--- config.mk ---
export PLATFORM = sky130hd
export DESIGN_NAME = hdpldadapt_sr_sm_mseg
export DESIGN_NICKNAME = d
export VERILOG_FILES = /design/src/rtl/hdpldadapt_sr_pkg.sv /design/src/rtl/hdpldadapt_sr_len_sum.sv /design/src/rtl/hdpldadapt_sr_sm_mseg.sv
export SDC_FILE = /design/constraint.sdc
export NUM_CORES = 1
export LEC_CHECK = 0
export ABC_AREA = 1
export CAP_MARGIN = 0
export CORE_AREA = 2 2 79 81
export CTS_BUF_LIST = sky130_fd_sc_hd__clkbuf_2
export DETAILED_ROUTE_END_ITERATION = 10
export DIE_AREA = 0 0 81 83
export GPL_TIMING_DRIVEN = 0
export PLACE_DENSITY = 0.87
export SETUP_SLACK_MARGIN = 0.3
export SLEW_MARGIN = 20
export SYNTH_ARGS = -nofsm -noshare
export SYNTH_HDL_FRONTEND = slang
export SYNTH_SLANG_ARGS = --single-unit
--- constraint.sdc ---
create_clock -name clk -period 6.7 [get_ports clk]
set_input_delay 1.005 -clock clk [delete_from_list [all_inputs] [get_ports clk]]
set_output_delay 1.005 -clock clk [all_outputs]
set_load 0.01 [all_outputs]
--- src/rtl/hdpldadapt_sr_pkg.sv ---
// Shared definitions for the segmented serial-shift-register load/shift sequencer.
package hdpldadapt_sr_pkg;

  // Sequencer states; the encoding is exported on the testbus
  typedef enum logic [1:0] {
    SR_IDLE  = 2'b00,
    SR_LOAD  = 2'b01,
    SR_SHIFT = 2'b10,
    SR_GAP   = 2'b11
  } sr_state_e;

  // Default parameter values
  localparam int SR_NUM_SEG_DEF   = 4;
  localparam int SR_SEG_LEN_W_DEF = 7;
  localparam int SR_GAP_W_DEF     = 3;

  // Testbus layout: {2'b0, state, cfg_err, frame_done, shift_en, loadout, cnt[7:0]}
  function automatic logic [15:0] sr_pack_testbus(input sr_state_e  st,
                                                  input logic       cfg_err,
                                                  input logic       frame_done,
                                                  input logic       shift_en,
                                                  input logic       loadout,
                                                  input logic [7:0] cnt);
    return {2'b00, st, cfg_err, frame_done, shift_en, loadout, cnt};
  endfunction

endpackage

--- src/rtl/hdpldadapt_sr_len_sum.sv ---
// Masked sum of the programmed segment lengths (total chain length).
module hdpldadapt_sr_len_sum #(
  parameter int NUM_SEG   = 4,
  parameter int SEG_LEN_W = 7,
  parameter int CNT_W     = 9
) (
  input  logic [NUM_SEG-1:0]           seg_en,
  input  logic [NUM_SEG*SEG_LEN_W-1:0] seg_len,
  output logic [CNT_W-1:0]             len_sum
);

  // Add the length of every enabled segment; CNT_W is wide enough that this cannot overflow
  always_comb begin
    len_sum = '0;
    for (int i = 0; i < NUM_SEG; i++) begin
      if (seg_en[i]) begin
        len_sum = len_sum + CNT_W'(seg_len[i*SEG_LEN_W +: SEG_LEN_W]);
      end
    end
  end

endmodule

--- src/rtl/hdpldadapt_sr_sm_mseg.sv ---
// Load/shift sequencer for the adapter SR chain with programmable segments,
// inter-frame gap, one-shot mode, frame counting and zero-length detection.
module hdpldadapt_sr_sm_mseg
  import hdpldadapt_sr_pkg::*;
#(
  parameter int NUM_SEG   = SR_NUM_SEG_DEF,
  parameter int SEG_LEN_W = SR_SEG_LEN_W_DEF,
  parameter int GAP_W     = SR_GAP_W_DEF
) (
  input  logic                         clk,
  input  logic                         rst,
  input  logic                         transfer_en,
  input  logic [NUM_SEG-1:0]           r_seg_en,
  input  logic [NUM_SEG*SEG_LEN_W-1:0] r_seg_len,
  input  logic [GAP_W-1:0]             r_gap_cycles,
  input  logic                         r_oneshot,
  input  logic                         start,
  output logic                         sr_loadout,
  output logic                         sr_shift_en,
  output logic                         frame_done,
  output logic [7:0]                   frame_cnt,
  output logic                         busy,
  output logic                         cfg_err,
  output logic [15:0]                  sr_sm_testbus
);

  localparam int CNT_W = SEG_LEN_W + $clog2(NUM_SEG);

  sr_state_e        state_q, state_d;
  logic [CNT_W-1:0] cnt_q, cnt_d;
  logic [CNT_W-1:0] len_q, len_d;
  logic [CNT_W-1:0] len_sum;
  logic [7:0]       frame_cnt_q, frame_cnt_d;
  logic             cfg_err_q, cfg_err_d;
  logic             frame_done_q, frame_done_d;
  logic             loadout_q, loadout_d;
  logic             shift_q, shift_d;
  logic             busy_q, busy_d;
  logic             req;
  logic             shift_last;
  logic             gap_last;

  hdpldadapt_sr_len_sum #(
    .NUM_SEG   (NUM_SEG),
    .SEG_LEN_W (SEG_LEN_W),
    .CNT_W     (CNT_W)
  ) u_len_sum (
    .seg_en  (r_seg_en),
    .seg_len (r_seg_len),
    .len_sum (len_sum)
  );

  // Request qualification and end-of-phase detection
  always_comb begin
    req        = transfer_en & (r_oneshot ? start : 1'b1);
    shift_last = (cnt_q == (len_q - CNT_W'(1)));
    gap_last   = ((cnt_q + CNT_W'(1)) >= CNT_W'(r_gap_cycles));
  end

  // Next state, counters and status; transfer_en low overrides every transition
  always_comb begin
    state_d      = state_q;
    cnt_d        = cnt_q;
    len_d        = len_q;
    cfg_err_d    = cfg_err_q;
    frame_done_d = 1'b0;
    frame_cnt_d  = frame_cnt_q;
    if (!transfer_en) begin
      state_d = SR_IDLE;
      cnt_d   = '0;
    end else begin
      case (state_q)
        SR_IDLE: begin
          cnt_d = '0;
          if (req) begin
            if (len_sum != '0) state_d = SR_LOAD;
            else               cfg_err_d = 1'b1;
          end
        end
        SR_LOAD: begin
          len_d   = len_sum;
          cnt_d   = '0;
          state_d = SR_SHIFT;
        end
        SR_SHIFT: begin
          if (shift_last) begin
            frame_done_d = 1'b1;
            frame_cnt_d  = frame_cnt_q + 8'd1;
            cnt_d        = '0;
            if (r_gap_cycles != '0) state_d = SR_GAP;
            else if (!r_oneshot)    state_d = SR_LOAD;
            else                    state_d = SR_IDLE;
          end else begin
            cnt_d = cnt_q + CNT_W'(1);
          end
        end
        SR_GAP: begin
          if (gap_last) begin
            cnt_d   = '0;
            state_d = r_oneshot ? SR_IDLE : SR_LOAD;
          end else begin
            cnt_d = cnt_q + CNT_W'(1);
          end
        end
        default: begin
          state_d = SR_IDLE;
          cnt_d   = '0;
        end
      endcase
    end
    // A frame that actually starts clears any earlier zero-length error
    if (state_d == SR_LOAD) cfg_err_d = 1'b0;
    // Moore outputs decoded from the next state so they register with it
    loadout_d = (state_d == SR_IDLE) || (state_d == SR_LOAD);
    shift_d   = (state_d == SR_SHIFT);
    busy_d    = (state_d != SR_IDLE);
  end

  // State, counter and output registers with synchronous reset
  always_ff @(posedge clk) begin
    if (rst) begin
      state_q      <= SR_IDLE;
      cnt_q        <= '0;
      len_q        <= '0;
      cfg_err_q    <= 1'b0;
      frame_done_q <= 1'b0;
      frame_cnt_q  <= 8'd0;
      loadout_q    <= 1'b1;
      shift_q      <= 1'b0;
      busy_q       <= 1'b0;
    end else begin
      state_q      <= state_d;
      cnt_q        <= cnt_d;
      len_q        <= len_d;
      cfg_err_q    <= cfg_err_d;
      frame_done_q <= frame_done_d;
      frame_cnt_q  <= frame_cnt_d;
      loadout_q    <= loadout_d;
      shift_q      <= shift_d;
      busy_q       <= busy_d;
    end
  end

  assign sr_loadout    = loadout_q;
  assign sr_shift_en   = shift_q;
  assign frame_done    = frame_done_q;
  assign frame_cnt     = frame_cnt_q;
  assign busy          = busy_q;
  assign cfg_err       = cfg_err_q;
  assign sr_sm_testbus = sr_pack_testbus(state_q, cfg_err_q, frame_done_q, shift_q, loadout_q,
                                         8'(cnt_q));

endmodule

# --- Word-level counts from Yosys, hierarchy flattened ---
# Cells that the tools add are included.
totals:
  input_bits: 40
  output_inout_bits: 29
  wordCells: 56
  reg_bits: 33
classes:
  add_sub_neg: 6
  bitwise_logic: 4
  eq_ne: 6
  n_reduce_logical: 13
  n_mux: 17
  order_cmp: 1
ops:
  columns: ["operator", "count"]
  rows:
  - ["$mux 9", 5]
  - ["$pmux 9 s3", 1]
  - ["$add 9x7->9", 2]
  - ["$mux 2", 6]
  - ["$add 9x1->9 const B", 1]
  - ["$eq 9x9->1", 1]
  - ["$ge 9x3->1", 1]
  - ["$reduce_bool 9->1", 1]
  - ["$sub 9x1->9 const B", 1]
  - ["$add 7x7->8", 1]
  - ["$add 8x1->8 const B", 1]
  - ["$pmux 2 s4", 1]
  - ["$mux 7", 1]
  - ["$eq 2x2->1 const B", 3]
  - ["$reduce_or 2->1", 3]
  - ["$eq 2x1->1 const B", 2]
  - ["$logic_not 2->1", 2]
  - ["$reduce_and 4->1", 1]
  - ["$mux 1", 3]
  - ["$not 1->1", 3]
  - ["$reduce_and 3->1", 1]
  - ["$reduce_bool 3->1", 1]
  - ["$reduce_or 3->1", 1]
  - ["$reduce_and 2->1", 1]
  - ["3 further kinds", 3]

# --- Longest topological paths before layout ---
# Gate-level depths: netlist (run 1).
logic_depth:
  ltp_word: 14
  mapped_depth: 37

# --- Cells and area by module ---
# From an unflattened synthesis (run 1), not the netlist that was laid out.
hier_totals:
  hier_cells: 570
  hier_area_um2: 3567.2
modules_own_cells:
  columns: ["module", "seq_area_each_um2", "cells_per_inst", "n_inst", "area_each_um2"]
  rows:
  - ["hdpldadapt_sr_sm_mseg", 660.6, 342, 1, 2200.9]
  - ["hdpldadapt_sr_len_sum", 0.0, 228, 1, 1366.3]

# --- Worst setup path after synthesis (run 1) ---
# No wires, ideal clock.
synth_path:
  path_type: "input -> register"
  start: "input r_seg_en[0]"
  end: "register busy_q, in the netlist busy"
  path_stages: 34
  path_slack_ns: 1.967
  setup_time_ns: 0.116
  n_path_buf: 1
  arrival_ns: 4.617
  path_cell_list: "buf_6 -> nand2_1 -> inv_1 -> ha_1 -> inv_1 -> fa_1 -> inv_1 -> nand3_1 -> nand2_2 -> nand2_1 -> nand2_1 -> nand3_1 -> nand2_1 -> inv_1 -> ha_1 -> nand2_1 -> or2_1 -> nand3_1 -> xor2_1 -> nand2_1 -> and2_1 -> ha_1 -> a21oi_1 -> nand2_1 -> a21oi_1 -> nor2_1 -> nand3_1 -> nand3_1 -> nor2_1 -> nand2_1 -> nand2_1 -> nand2_1 -> nand2_1 -> nand2_1"
synth_via:
  elab_chain_cells: 13
synth_rtl:
  columns: ["item", "line_no", "text"]
  rows:
  - ["from (decl)", "hdpldadapt_sr_sm_mseg.sv:13", "input logic [NUM_SEG-1:0] r_seg_en,"]
  - ["$mux 7 *", "hdpldadapt_sr_len_sum.sv:16", "if (seg_en[i]) begin"]
  - ["$add 7x7->8", "hdpldadapt_sr_len_sum.sv:17", "len_sum = len_sum + CNT_W'(seg_len[i*SEG_LEN_W +: SEG_LEN_W]);"]
  - ["$mux 9 *", "hdpldadapt_sr_len_sum.sv:16", null]
  - ["$add 9x7->9", "hdpldadapt_sr_len_sum.sv:17", null]
  - ["$mux 9 *", "hdpldadapt_sr_len_sum.sv:16", null]
  - ["$add 9x7->9", "hdpldadapt_sr_len_sum.sv:17", null]
  - ["$mux 9 *", "hdpldadapt_sr_len_sum.sv:16", null]
  - ["$reduce_bool 9->1 *", "hdpldadapt_sr_sm_mseg.sv:76", "if (len_sum != '0) state_d = SR_LOAD;"]
  - ["$mux 2 *", "hdpldadapt_sr_sm_mseg.sv:76", null]
  - ["$mux 2 *", "hdpldadapt_sr_sm_mseg.sv:75", "if (req) begin"]
  - ["$pmux 2 s4 *", "hdpldadapt_sr_sm_mseg.sv:72", "case (state_q)"]
  - ["$mux 2 *", "hdpldadapt_sr_sm_mseg.sv:68", "if (!transfer_en) begin"]
  - ["$reduce_bool 2->1 *", "hdpldadapt_sr_sm_mseg.sv:116", "busy_d = (state_d != SR_IDLE);"]
  - ["to (signal assigned)", "hdpldadapt_sr_sm_mseg.sv:140", "busy_q <= busy_d;"]
  - ["to (decl)", "hdpldadapt_sr_sm_mseg.sv:38", "logic busy_q, busy_d;"]
# Every way passes the cells marked *; elsewhere a longest branch is shown, timed or not.
# A chain may end at the register's enable or synchronous reset.

# --- Worst setup path after layout (run 1) ---
# Ends and elaborated chain as after synthesis.

==> results.md, run 1 <==
- No sink is reached through more buffers than the 2 on the longest clock path.
- Sequential cells burn between 30 and 40% of the power.
- The setup check on the worst reg-to-reg path leaves a slack of 4.44 ns.
- The final-report max-slew violation count is 0.
- Max-cap violations in this run came to 0.
- The die outline width is 81 um.
- The fraction of power consumed by combinational cells is 43.9%.
- The type of the tightest min-delay check is reg2reg.
- The final number of setup-violating endpoints is 0.
- The capturing element type of the critical path is a register.
- Relative to the synthesized area, the layout overhead comes to 23.9%.
- For this design the ratio of total power to cell area is 129 nW/um2.
- From bottom edge to top edge, the die measures slightly above 80 um.
- The CTS tree is done.
- The number of buffers created by CTS is 5.
- The mapped cell area is ~3300 um2.
- Summing over every cut layer, the via total after detailed routing is ~3.4k.
- Data arrives at the worst endpoint at between 5 and 6 ns.
- The worst register-to-register path begins at cnt_q[0].
- In this run switching power makes up 39.0% of total power.
- The largest net degree at the start of global routing is 12.
- The number of top-level design ports is 69.
- Summed over all layers, the global routing overflow is 0.
- The portion of the post-synthesis area used by sequential elements is roughly a fifth.
- In this run, post-CTS hold repair placed 0 buffers.
- In the finished design, the share of the clock period the worst path needs comes to 79.2%.
- Detailed placement ended at an HPWL of about 6500 um.
- The maximum clock frequency is between 0.15 and 0.2 GHz.
- The dominant cell type by count on the critical path is sky130_fd_sc_hd__nand2_1.
- The worst-case IR drop observed on VDD is 0.0808 mV.
- After clock tree synthesis, the clock-pin slew on the worst setup and hold paths is 0.17 ns.
- STA classifies the critical path startpoint as a primary input.
- The clock network burns 18.2% of the power.
- The critical path in this run is classified as in2reg.
- For the final database, setup skew stands at 0.0255 ns.
- The pre-antenna-repair detailed-routing pass consisted of 5 iterations.
- The total DRC errors in the routed layout is 0.
- The switching power is between 0.2 and 0.25 mW.
- The count of nets left with antenna violations once routing finished came out at 0.
- In this run, distinct cell masters in the synthesized netlist total 41.
- Headroom to the max-slew limit came out at 63.5%.
- Setup repair after global routing left no endpoint under its margin.
- The hold violation total from the final report is 0.
- The initial antenna violation count is 0.
- Once the floorplan was initialized, standard cells occupied 57.0% of the core.
- The per-cell via count in the routed design is 5.15.
- The average instance area after synthesis is 6.45 um2.
- The number of warnings reported in the yosys synthesis log is 0.
- The post-CTS setup-driven buffer insertion count is 0.
- The overall routing resource usage is 23.2%.
- The floorplan has 28 rows.
- The clock net in this run drives a total of 33 sinks.
- The post-cts repair resize count is 0.
- The critical-path cell with the highest stage delay is sky130_fd_sc_hd__clkdlybuf4s50_1.
- The final critical delay including setup and external delays is 5.31 ns.
- The internal power of the cells totals 0.324 mW.
- The reported leakage power is 2.03 nW.
- The number of inserted diodes is 0.
- The number of H-tree branching levels is 2.
- The run finished with clean final reports.
- In the synthesized netlist the async set-or-reset flop fraction comes to 0%.
- The instance count of the mapped netlist is 514.
- The worst-path maximum fanout is 10.
- The area inside the core boundary is 5820 um2.
- The first global-routing pass estimated 12800 um of wire.
- After detailed routing, the average wire length per cell comes to 11.4 um.
- The number of global-route vias before repair was approximately 3.2k.
- The root buffer cell is sky130_fd_sc_hd__clkbuf_2.
- For this run, the slowest stage of the critical path takes 0.50 ns.
- After routing, the total negative slack on setup checks comes to 0 ns.
- For the pin with the worst max-slew slack, the measured transition is about 0.55 ns.
- The area of the die is 6720 um2.
- Measured on the finished design, the core utilization comes to 70.6%.
- The share of cells above drive strength 1 is 10.7%.
- The congestion estimate from routability-driven global placement came to around 0.9.
- The critical path data required time is roughly 7.0 ns.
- The routed wire length is 7560 um.
- The clock latency on the worst-skew pair is 0.40 ns.
- In this run the worst setup path begins at r_seg_en[0].
- The most instantiated flip-flop cell in the synthesis netlist is sky130_fd_sc_hd__dfxtp_1.
- In this run the most critical hold path is launched from len_q[1].
- The count of buffers inserted at the top-level ports is 65.
- The count of nets after finishing is about 660.
- In this run, synthesis inferred 0 flip-flops with an integrated enable.
- The detailed router finished its first iteration with 132 violations.
- In this run, synthesis produced a sequential element count of 33.
cells in the mapped netlist, types with 2 or more instances:
| cell | number | area, um2 |
|---|---|---|
| sky130_fd_sc_hd__a31oi_1 | 2 | 12.5 |
| sky130_fd_sc_hd__inv_1 | 84 | 315 |
| sky130_fd_sc_hd__nand2_4 | 3 | 33.8 |
| sky130_fd_sc_hd__nor2_4 | 3 | 33.8 |
| sky130_fd_sc_hd__o21ai_0 | 12 | 60.1 |
| sky130_fd_sc_hd__xnor2_1 | 6 | 52.6 |
| sky130_fd_sc_hd__or2_1 | 2 | 12.5 |
| sky130_fd_sc_hd__nand3_1 | 51 | 255 |
| sky130_fd_sc_hd__nand2_1 | 109 | 409 |
| sky130_fd_sc_hd__a21oi_1 | 24 | 120 |
| sky130_fd_sc_hd__ha_1 | 25 | 313 |
| sky130_fd_sc_hd__clkbuf_1 | 3 | 11.3 |
| sky130_fd_sc_hd__fa_1 | 3 | 60.1 |
| sky130_fd_sc_hd__a211oi_1 | 3 | 22.5 |
| sky130_fd_sc_hd__nand2_2 | 8 | 50.1 |
| sky130_fd_sc_hd__nor2_2 | 4 | 25.0 |
| sky130_fd_sc_hd__o21bai_1 | 2 | 15.0 |
| sky130_fd_sc_hd__nor3_1 | 5 | 25.0 |
| sky130_fd_sc_hd__inv_2 | 7 | 26.3 |
| sky130_fd_sc_hd__nor3_2 | 3 | 30.0 |
| sky130_fd_sc_hd__nand3_2 | 6 | 60.1 |
| sky130_fd_sc_hd__dfxtp_1 | 33 | 661 |
| sky130_fd_sc_hd__nand4_1 | 10 | 62.6 |
| sky130_fd_sc_hd__and2_1 | 3 | 18.8 |
| sky130_fd_sc_hd__buf_4 | 14 | 105 |
| sky130_fd_sc_hd__o211ai_1 | 5 | 37.5 |
| sky130_fd_sc_hd__nor2_1 | 42 | 158 |
| sky130_fd_sc_hd__o21ai_1 | 9 | 45.0 |
| sky130_fd_sc_hd__buf_2 | 2 | 10.0 |
| sky130_fd_sc_hd__xor2_1 | 20 | 175 |
layout make-up:
class | count | area, um2
clock buffers | 5 | 25.0
fillers | 557 | 1710
well taps | 75 | 93.8
multi-input cells | 370 | 2170
clock inverters | 3 | 17.5
plain buffers | 20 | 138
repair buffers | 65 | 651
flip-flops and latches | 33 | 661
inverters | 92 | 345
through the flow:
stage	hold WS [ns]	cell area, um2	worst slack [ns]	power, mW	cells
finish	0.510	4110	1.39	0.531	663
global route	0.533	4110	0.857	0.573	663
CTS	0.510	4110	1.43	0.533	663
detailed placement	0.491	4060	1.00	0.437	655
global placement	0.478	4060	1.09	0.428	655
floorplan	0.464	3320	1.97	0.375	515
critical path: cells and delay by family:
| family | cells | cell delay [ns] |
|---|---|---|
| xor+xnor | 1 | 0.15 |
| fa+ha+maj | 4 | 1.22 |
| compound gates | 2 | 0.29 |
| simple gates | 22 | 2.05 |
| buf+inv | 6 | 0.89 |
flip-flops by register name (all words and copies together), names as in the netlist:
name / count
busy: 1
cfg_err: 1
cnt_q: 9
frame_cnt: 8
frame_done: 1
len_q: 9
sr_loadout: 1
sr_shift_en: 1
state_q: 2
metal layers:
layer | wire length (um) | track usage, %
met5 | 0 | 0
met3 | 225 | 3.37
met1 | 3070 | 23.6
met2 | 4110 | 46.2
met4 | 152 | 7.86
path summary, 6_finish.rpt:
check | endpoint | cells after the start
setup / recovery | busy | 35
hold / removal | len_q[1] | 2
setup reg to reg | sr_shift_en | 11
hold reg to reg | len_q[1] | 2
cells by family (layout without fill, tap and decap cells):
group | after synthesis | in the layout | synth area share [%]
adder cells (fa/ha/maj) | 28 | 28 | 11.2
flip-flops | 33 | 33 | 19.9
AND/OR/NAND/NOR | 252 | 252 | 36.2
XOR/XNOR | 27 | 27 | 7.36
other | 1 | 2 | 0.113
AO/OA/AOI/OAI | 61 | 61 | 10.6
buffers and inverters | 112 | 185 | 14.6
cells in the final DEF, fill, tap and decap left out, types with 3 or more instances in the layout:
| cell type | count |
|---|---|
| sky130_fd_sc_hd__clkdlybuf4s50_1 | 65 |
| sky130_fd_sc_hd__inv_2 | 7 |
| sky130_fd_sc_hd__a21oi_1 | 24 |
| sky130_fd_sc_hd__o211ai_1 | 5 |
| sky130_fd_sc_hd__nand2_2 | 8 |
| sky130_fd_sc_hd__ha_1 | 25 |
| sky130_fd_sc_hd__nand2_4 | 3 |
| sky130_fd_sc_hd__and2_1 | 3 |
| sky130_fd_sc_hd__nor2_1 | 42 |
| sky130_fd_sc_hd__dfxtp_1 | 33 |
| sky130_fd_sc_hd__nor3_1 | 5 |
| sky130_fd_sc_hd__nor2_4 | 3 |
| sky130_fd_sc_hd__o21ai_0 | 12 |
| sky130_fd_sc_hd__nand3_2 | 6 |
| sky130_fd_sc_hd__nand2_1 | 109 |
| sky130_fd_sc_hd__clkbuf_1 | 3 |
| sky130_fd_sc_hd__nor3_2 | 3 |
| sky130_fd_sc_hd__xnor2_1 | 6 |
| sky130_fd_sc_hd__o21ai_1 | 9 |
| sky130_fd_sc_hd__nor2_2 | 4 |
| sky130_fd_sc_hd__nand4_1 | 10 |
| sky130_fd_sc_hd__clkbuf_2 | 5 |
| sky130_fd_sc_hd__a211oi_1 | 3 |
| sky130_fd_sc_hd__xor2_1 | 20 |
| sky130_fd_sc_hd__buf_4 | 14 |
| sky130_fd_sc_hd__nand3_1 | 51 |
| sky130_fd_sc_hd__fa_1 | 3 |
| sky130_fd_sc_hd__inv_1 | 84 |
power by group through the flow:
stage | combinational (mW) | sequential (mW) | clock (mW)
6_report | 0.233 | 0.202 | 0.0965
5_1_grt | 0.264 | 0.202 | 0.107
4_1_cts | 0.233 | 0.202 | 0.0987
3_5_place_dp | 0.231 | 0.206 | 0
3_3_place_gp | 0.222 | 0.206 | 0
2_1_floorplan | 0.169 | 0.206 | 0
(Power assumes the default switching activity.)
==> run 2, diff against run 1 <==
- CORE_AREA: 2 2 79 81 -> 2 2 86 88
- DIE_AREA: 0 0 81 83 -> 0 0 88 90
- PLACE_DENSITY: 0.87 -> 0.78
- clock period: 6.7 -> 4.8 ns (I/O delays scaled with it)
==> results.md, run 2 (same netlist as run 1, synthesis figures left out) <==
- Status: completed (unchanged).
- The sink of the worst hold path is len_q[1] (unchanged).
- The dominant cell type by count on the critical path is sky130_fd_sc_hd__nand2_1 (unchanged).
- The CTS tree was done (unchanged).
- The worst relative slew slack is 65.0% (was 63.5%).
- The total DRC errors in the routed layout came to 0 (unchanged).
- The hold violation total from the final report came to 0 (unchanged).
- The global-route wire length before repair is 13100 um (was 12800 um).
- After layout, the worst path uses around nine tenths of the clock period.
- The share of cells above drive strength 1 is 20.7% (was 10.7%).
- The worst path setup slack after routing is 0.470 ns (was 1.39 ns).
- The first-pass detailed-route iteration total is 4 (was 5).
- The clock transition at the registers of the reported paths was 0.19 ns (was 0.17 ns).
- The number of violations reported at the end of detailed-routing iteration 0 came to 90 (was 132).
- The power density over cell area is 189 nW/um2 (was 129 nW/um2).
- The number of sinks driven by the clock tree is 33 (unchanged).
- The sum of internal, switching and leakage power is 0.849 mW (was 0.531 mW).
- The cell area after layout is 4500 um2 (was 4110 um2).
- The final-report max-slew violation count came to 0 (unchanged).
- The number of H-tree branching levels is 2 (unchanged).
- The most common library cell in the layout ignoring fill and taps is sky130_fd_sc_hd__nand2_1 (unchanged).
- The routed wire length is 8400 um (was 7560 um).
- The number of nets with antenna violations after detailed routing is 0 (unchanged).
- The final critical delay including setup and external delays is approximately 4.3 ns.
- The classification of the worst setup path is in2reg (unchanged).
- The startpoint type of the worst setup path was a primary input (unchanged).
- The hold path depth is 2 (unchanged).
- The number of top-level design ports is 69 (unchanged).
- The number of max-cap violations is 0 (unchanged).
- The height of the die is 90 um (was 83 um).
- The area added between synthesis and finish is 35.8% (was 23.9%).
- The endpoint of the worst register-to-register path is cnt_q[2] (was sr_shift_en).
- The register area was 661 um2 (unchanged).
- The hold path startpoint is len_q[1] (unchanged).
- The arrival time of the worst setup path was 4.64 ns (was 5.61 ns).
- The reported leakage power is 2.20 nW (was 2.03 nW).
- Derived from the worst setup path, the maximum achievable clock frequency is 0.231 GHz.
- The die outline width is 88 um (was 81 um).
- The placed instance area is 4090 um2 (was 4060 um2).
- The final number of setup-violating endpoints is 0 (unchanged).
- The worst-margin pin slew is 0.521 ns (was 0.547 ns).
- The number of buffers created by CTS is 5 (unchanged).
- The largest buffer count on any clock path is 2 (unchanged).
- The worst-path maximum fanout is 5 (was 10).
- The peak supply drop came to 0.105 mV (was 0.0808 mV).
- The number of global-route vias before repair is 3274 (was 3200).
- The post-layout utilization of the core came to 64.1% (was 70.6%).
- The cell row count is 31 (was 28).
- The critical-path cell with the highest stage delay is sky130_fd_sc_hd__fa_2 (was sky130_fd_sc_hd__clkdlybuf4s50_1).
- The count of cells along the worst register-to-register path is 10 (was 11).
- The starting density of the core is 47.2% (was 57.0%).
- The area inside the core boundary is 7020 um2 (was 5820 um2).
- The minimum setup slack among reg-to-reg paths is 2.42 ns (was 4.44 ns).
- Setup repair after global routing missed its margin: false (unchanged).
- The largest net degree at the start of global routing was 12 (unchanged).
- The type of the tightest min-delay check is reg2reg (unchanged).
- The count of buffers inserted at the top-level ports was 65 (unchanged).
- The detailed-route wire length per cell is 11.9 um (was 11.4 um).
- The critical path data required time is 5.11 ns (was 7.00 ns).
- The capturing element type of the critical path is a register (unchanged).
- The overall routing resource usage was 20.0% (was 23.2%).
- The clock skew is 0.0192 ns (was 0.0255 ns).
- The remaining global-route overflow is 0 (unchanged).
- Highest-count cells in the layout ignoring fill and taps: sky130_fd_sc_hd__nand2_1, sky130_fd_sc_hd__inv_1, sky130_fd_sc_hd__clkdlybuf4s50_1 (unchanged).
- The total via count in the routed design is 3562 (was 3412).
- The count of nets after finishing is 675 (was 655).
- The initial antenna violation count was 0 (unchanged).
- The root buffer cell is sky130_fd_sc_hd__clkbuf_2 (unchanged).
- The count of fill cells added during filler insertion is 627 (was 557).
- The clock latency on the worst-skew pair came to 0.39 ns (was 0.40 ns).
- The placement-stage worst setup slack was -0.603 ns (was 1.00 ns).
- The area of the die was 7920 um2 (was 6720 um2).
- The number of inserted diodes is 0 (unchanged).
- The final estimated routing congestion in global placement was 0.880 (was 0.888).
- The per-cell via count in the routed design is 5.04 (was 5.15).
- The placed wire-length estimate after detailed placement is 6280 um (was 6480 um).
- The combined area of the multi-input logic cells is 2380 um2 (was 2170 um2).
- The worst stage delay on the critical path is 0.34 ns (was 0.50 ns).
- The beginning of the worst register-to-register path is cnt_q[0] (unchanged).
## run 2: cell count changes in the layout (fill, tap and decap cells not counted), sizes merged
cell           before  now
dlymetal6s2s        0    4
clkdlybuf4s50      65   60
clkbuf              8    9
buf                17   37
## run 2: layer usage
layer | part of all wire [%] | vias to the layer above | track usage (%)
met5 | 0 | - | 0
li1 | - | 1820 | -
met4 | 3.1 | 0 | 7.44
met2 | 53 | 110 | 38.3
met1 | 39 | 1602 | 21.2
met3 | 4.3 | 30 | 3.12
## run 2: timing repair
| action | in CTS | in global routing |
|---|---|---|
| pin swaps | 10 | 27 |
| setup endpoints to repair | 6 | 6 |
| hold buffers | 0 | 0 |
| buffers inserted | 13 | 7 |
| gates resized for setup | 20 | 35 |
## run 2: cell type report
type	instances	area share [%]
Clock buffer	5	0.556
Inverter	92	7.67
Multi-Input combinational cell	370	52.9
Timing Repair Buffer	85	18.0
Buffer	20	3.06
Tap cell	99	2.75
Sequential cell	33	14.7
Clock inverter	3	0.389
## run 2: how the worst max path moves through the flow
stage	from	slack, ns	cells past startpoint	end
floorplan	r_seg_en[0]	0.35	34	busy
global placement	r_seg_en[0]	-0.51	35	busy
detailed placement	r_seg_en[0]	-0.60	35	busy
CTS	r_seg_len[0]	0.32	35	busy
global route	r_seg_en[0]	0.23	36	busy
finish	r_seg_en[0]	0.47	36	busy
## run 2: through the flow
step | hold slack (ns) | setup TNS (ns) | cells
2_1_floorplan | 0.464 | 0 | 515
3_3_place_gp | 0.478 | -2.14 | 679
3_5_place_dp | 0.493 | -2.80 | 679
4_1_cts | 0.512 | 0 | 700
5_1_grt | 0.537 | 0 | 707
6_report | 0.511 | 0 | 707
## run 2: power breakdown
part / internal (mW) / leakage (nW) / switching, mW
clock: 0.0340 / 0.0287 / 0.0999
sequential: 0.278 / 0.267 / 0.00340
combinational: 0.203 / 1.91 / 0.230
total: 0.515 / 2.20 / 0.333
## run 2: worst max-delay path, delay by kind of cell
kind	cells	cell delay, ns
AND/OR/NAND/NOR	24	2.19
buffers and inverters	6	0.42
XOR/XNOR	1	0.14
adder cells (fa/ha/maj)	4	1.11
AO/OA/AOI/OAI	1	0.06
